<file path="src/rtl/axis_bram_player.sv">
// axis_bram_player
//
// Streams a block of words from port A of a dual-port BRAM onto an AXI4-Stream
// master. Each pass reads cfg_data+1 words starting at address 0. With cfg_loop
// set, passes repeat back to back until cfg_loop is cleared. The one-cycle BRAM
// read latency is hidden behind a two-entry output buffer, so with tready held
// high the block sustains one word per clock.
//
// Ports:
//   aclk, areset           clock and asynchronous active-high reset
//   cfg_data               last address of a pass (inclusive)
//   cfg_loop               restart at address 0 after each pass
//   trg_start              start pulse, honoured only while idle
//   sts_data               next BRAM address to be issued
//   sts_busy               high whenever the block is not idle
//   m_axis_*               AXI4-Stream master (tdata, tvalid, tready, tlast)
//   bram_porta_*           BRAM read port (clk, rst, en, addr, rddata)
module axis_bram_player #(
  parameter int AXIS_TDATA_WIDTH = 32,
  parameter int BRAM_DATA_WIDTH  = 32,
  parameter int BRAM_ADDR_WIDTH  = 10
) (
  input  logic                        aclk,
  input  logic                        areset,
  input  logic [BRAM_ADDR_WIDTH-1:0]  cfg_data,
  input  logic                        cfg_loop,
  input  logic                        trg_start,
  output logic [BRAM_ADDR_WIDTH-1:0]  sts_data,
  output logic                        sts_busy,
  output logic [AXIS_TDATA_WIDTH-1:0] m_axis_tdata,
  output logic                        m_axis_tvalid,
  input  logic                        m_axis_tready,
  output logic                        m_axis_tlast,
  output logic                        bram_porta_clk,
  output logic                        bram_porta_rst,
  output logic                        bram_porta_en,
  output logic [BRAM_ADDR_WIDTH-1:0]  bram_porta_addr,
  input  logic [BRAM_DATA_WIDTH-1:0]  bram_porta_rddata
);

  typedef enum logic [1:0] {
    IDLE  = 2'd0,
    RUN   = 2'd1,
    DRAIN = 2'd2
  } state_t;

  state_t                       state;
  logic [BRAM_ADDR_WIDTH-1:0]   addr;
  logic [BRAM_ADDR_WIDTH-1:0]   len;

  // Two-entry output buffer, addressed as a tiny circular FIFO.
  logic [AXIS_TDATA_WIDTH-1:0]  buf_data [2];
  logic [1:0]                   buf_last;
  logic                         wr_ptr;
  logic                         rd_ptr;
  logic [1:0]                   count;

  // One read can be outstanding in the BRAM pipeline at a time per cycle.
  logic                         inflight;
  logic                         inflight_last;

  logic                         accept;
  logic                         issue;
  logic                         issue_last;
  logic [2:0]                   pending;

  assign m_axis_tvalid = (count != 2'd0);
  assign m_axis_tdata  = buf_data[rd_ptr];
  assign m_axis_tlast  = m_axis_tvalid & buf_last[rd_ptr];
  assign accept        = m_axis_tvalid & m_axis_tready;

  // A read may be issued only if the word it returns is guaranteed a buffer
  // slot: words held plus words in flight, less the one leaving this cycle,
  // must be below the buffer depth. Counting the departing word lets issue
  // resume in the same cycle tready returns and keeps back-to-back flow.
  always_comb begin
    pending    = {1'b0, count} + {2'b00, inflight} - {2'b00, accept};
    issue      = (state == RUN) && (pending < 3'd2);
    issue_last = (addr == len);
  end

  assign bram_porta_clk  = aclk;
  assign bram_porta_rst  = areset;
  assign bram_porta_en   = issue;
  assign bram_porta_addr = addr;
  assign sts_data        = addr;
  assign sts_busy        = (state != IDLE);

  // Control FSM and address counter. The pass length is latched at trigger and
  // again at every loop wrap, so cfg_data edits mid-pass only take effect at
  // the next pass boundary. A non-looping pass leaves the counter one past the
  // last address, which wraps to 0 for a full-buffer pass.
  always_ff @(posedge aclk or posedge areset) begin
    if (areset) begin
      state <= IDLE;
      addr  <= '0;
      len   <= '0;
    end else begin
      case (state)
        IDLE: begin
          if (trg_start) begin
            state <= RUN;
            addr  <= '0;
            len   <= cfg_data;
          end
        end
        RUN: begin
          if (issue) begin
            if (issue_last) begin
              if (cfg_loop) begin
                addr <= '0;
                len  <= cfg_data;
              end else begin
                addr  <= addr + 1'b1;
                state <= DRAIN;
              end
            end else begin
              addr <= addr + 1'b1;
            end
          end
        end
        DRAIN: begin
          if ((count == 2'd0) && !inflight) begin
            state <= IDLE;
          end
        end
        default: state <= IDLE;
      endcase
    end
  end

  // Read pipeline and output buffer. A read issued this cycle returns its data
  // on the next cycle, where it is written into the buffer together with the
  // last-address tag captured at issue time.
  always_ff @(posedge aclk or posedge areset) begin
    if (areset) begin
      inflight      <= 1'b0;
      inflight_last <= 1'b0;
      buf_data[0]   <= '0;
      buf_data[1]   <= '0;
      buf_last      <= 2'b00;
      wr_ptr        <= 1'b0;
      rd_ptr        <= 1'b0;
      count         <= 2'd0;
    end else begin
      inflight      <= issue;
      inflight_last <= issue_last;
      if (inflight) begin
        buf_data[wr_ptr] <= bram_porta_rddata;
        buf_last[wr_ptr] <= inflight_last;
        wr_ptr           <= ~wr_ptr;
      end
      if (accept) begin
        rd_ptr <= ~rd_ptr;
      end
      count <= count + {1'b0, inflight} - {1'b0, accept};
    end
  end

endmodule
</file>
<file path="config.mk">
export PLATFORM = sky130hd
export DESIGN_NAME = axis_bram_player
export DESIGN_NICKNAME = d
export VERILOG_FILES = /design/src/rtl/axis_bram_player.sv
export SDC_FILE = /design/constraint.sdc
export NUM_CORES = 1
export LEC_CHECK = 0
export CORE_UTILIZATION = 63
export DETAILED_ROUTE_END_ITERATION = 8
export DONT_BUFFER_PORTS = 1
export GPL_TIMING_DRIVEN = 0
export PLACE_DENSITY = 0.87
export SLEW_MARGIN = 20
export SYNTH_ARGS = -nofsm -noshare
export SYNTH_HDL_FRONTEND = slang
export SYNTH_SLANG_ARGS = --single-unit
</file>
<file path="constraint.sdc">
create_clock -name aclk -period 4.1 [get_ports aclk]
set_clock_uncertainty 0.15 [all_clocks]
set_input_delay 0.615 -clock aclk [delete_from_list [all_inputs] [get_ports aclk]]
set_output_delay 0.615 -clock aclk [all_outputs]
set_load 0.02 [all_outputs]
</file>
==> reports/results.ini <==
[route]
num_vias=2537
ant_nets=0
drtIter0Drc=52
drc=0
viasPerCell=5.792
drt-pass1-iter-count=4
wl_per_cell_um=18.01
wirelength_mm=7.888

[timing]
worstMarginPinSlew_ps=741.0
setup_viol=0
tns_ps=0
slew_headroom=0.5060
max_freq_mhz=269.3
hold_violations=0
whs_ps=114.5
drv_slew=0
grt_setup_unrepaired=false
period_share=0.9056
fin_crit_ps=3713

[synth]
synth_cell_types=41
synth-main-ff-cell=dfrtp_1
synth_largest_area_cell=dfrtp_1
syn_area_sq_mm=0.004432
ys_ff_latch=94
netlist_instances=321
synth_commonest_cells=mux2_2, dfrtp_1, buf_4
synth_area_leaders=dfrtp_1, mux2_2, mux2_4
syn_nets=372
synth_edf_count=0
yosys_warnings=0
syn-mean-instance-area_sq_um=13.81
seq_area_frac_synth=0.5308
async_flop_share=1.000
synthMostInstantiatedCell=mux2_2
yosys.area.top_type_share=0.5308

[floorplanning]
die_h_um=85.87
row_count=30
io_pins=105
die_area_sq_mm=0.007374
coreArea_sq_mm=0.006794
fp.dieW_um=85.87
start_util=0.6523

[worst_setup_path]
critical_path_arrival_ps=2950
reg2reg_slack_ps=590
startpoint=count[1]$_DFF_PP0_
path_depth=9
crit_required_ps=3340
cp_max_fo=3
crit_end=bram_porta_en
startpoint_type=flop
crit_path_end_kind=output pin
crit-reg2reg-launch=count[1]$_DFF_PP0_
path_delay_family=adder cells
reg2reg_depth=12
worst-path-buf-inv=2
cpPeakStageDelay_ps=500
worstReg2RegEnd=bram_porta_addr[6]$_DFFE_PP0P_
slowest_stage=fa_1
critPathKind=flop to output pin
path_cells=nor2_1, inv_1, and2_1, ha_1, inv_1, ha_1, fa_1, nand2b_1, nor2_1

[power_and_ir_drop]
worst_ir_drop_vdd_mv=0.4820
powerDensity_mw_per_mm2=898.9
p_leak_nw=2.090

[layout]
num-nets-final=388
antenna_cells=0
fin_cells=438
final_util=0.7112
drive_above_1_share=0.4474
area_delta_synth_final_pct=9.034

[clock_network]
cts_hold_buffers=1
cts_tree=done
post_cts_resized=0
post_cts_buffers=0
insertion_delay_ps=450
path_clk_slew_ps=80

[placement]
dp_hpwl_mm=5.663
place.port_buffers=0
routabilityCongestion=0.7939
place_inst=418

[global_routing]
grt_usage=0.2234
grt_pass1_vias=2653
antenna_found_initial=0
grt_pass1_wl_mm=12.68
grt_overflow_total=0
grt_max_degree=50

[flow_run]
drv_cap=0

[worst_hold_path]
hold_path_class=primary input to flop

[status]
status=complete, no violations

## sequential cells by signal, summed over array words and instances (netlist names)
register         count
len                 10
wr_ptr               1
rd_ptr               1
inflight_last        1
inflight             1
bram_porta_addr     10
buf_data            64
count                2
state                2
buf_last             2
## how the worst min path moves through the flow
stage | start | endpoint | slack (ps) | depth (start not counted)
floorplan | wr_ptr$_DFFE_PP0P_ | wr_ptr$_DFFE_PP0P_ | 300 | 1
global placement | wr_ptr$_DFFE_PP0P_ | wr_ptr$_DFFE_PP0P_ | 320 | 1
detailed placement | buf_data[27]$_DFFE_PP0P_ | buf_data[27]$_DFFE_PP0P_ | 340 | 1
CTS | cfg_loop | state[1]$_DFFE_PP0P_ | 110 | 1
global route | cfg_loop | state[1]$_DFFE_PP0P_ | 100 | 1
finish | cfg_loop | state[1]$_DFFE_PP0P_ | 110 | 1
## stage by stage
stage	power [W]	area (sq um)	setup WS, ps
2_1_floorplan	0.003363	4432	886.3
3_3_place_gp	0.003607	4552	38.47
3_5_place_dp	0.003705	4582	638.2
4_1_cts	0.004381	4832	356.9
5_1_grt	0.004596	4832	205.5
6_report	0.004343	4832	387.2
## cell families after synthesis
group,after synthesis,synth area share
muxes,109,0.2851
DFF,94,0.5308
and+or+nand+nor,44,0.06466
buffers and inverters,36,0.04094
AOI/OAI and AO/OA,21,0.03981
xor gates and xnor gates,13,0.02569
adders and majority gates,4,0.01299
## report_power, final
group | internal, W | switching (W)
registers | 0.00136 | 0.000303
clock network | 0.000357 | 0.000341
logic | 0.000872 | 0.00111
total | 0.00259 | 0.00175
## layout make-up
type / instances / area [sq um]
Buffer: 25 / 140.1
Clock buffer: 12 / 165.2
Clock inverter: 7 / 75.07
Fill cell: 464 / 1962
Inverter: 11 / 43.79
Multi-Input combinational cell: 191 / 1898
Sequential cell: 94 / 2352
Tap cell: 96 / 120.1
Timing Repair Buffer: 2 / 37.54
## worst reg2reg max path, cell delays in order (launching register included)
cell and delay (ps):
dfrtp_1 420, nor2_1 130, inv_1 140, and2_1 220, ha_1 270, inv_1 40
ha_1 190, fa_1 550, nor3b_1 70, a22oi_1 610, clkbuf_1 400, nand2_1 120
o311ai_2 100
## routing by layer
| layer | GRT usage | routed length [um] | vias up | share of wire |
|---|---|---|---|---|
| li1 | - | - | 1156 | - |
| met1 | 0.2655 | 3265 | 1297 | 0.41 |
| met2 | 0.3867 | 4076 | 77 | 0.52 |
| met3 | 0.07315 | 472 | 7 | 0.060 |
| met4 | 0.06667 | 74 | 0 | 0.0094 |
| met5 | 0 | 0 | - | 0 |
## cell usage in the layout (no fill, tap or decap), types with 7 or more instances in the layout
master / n
buf_4: 12
clkbuf_1: 7
clkbuf_8: 12
dfrtp_1: 94
inv_1: 10
mux2_2: 98
mux2_4: 10
nand2_1: 10
nand3_1: 8
xor2_1: 11
Power figures use the tool's default switching activity.
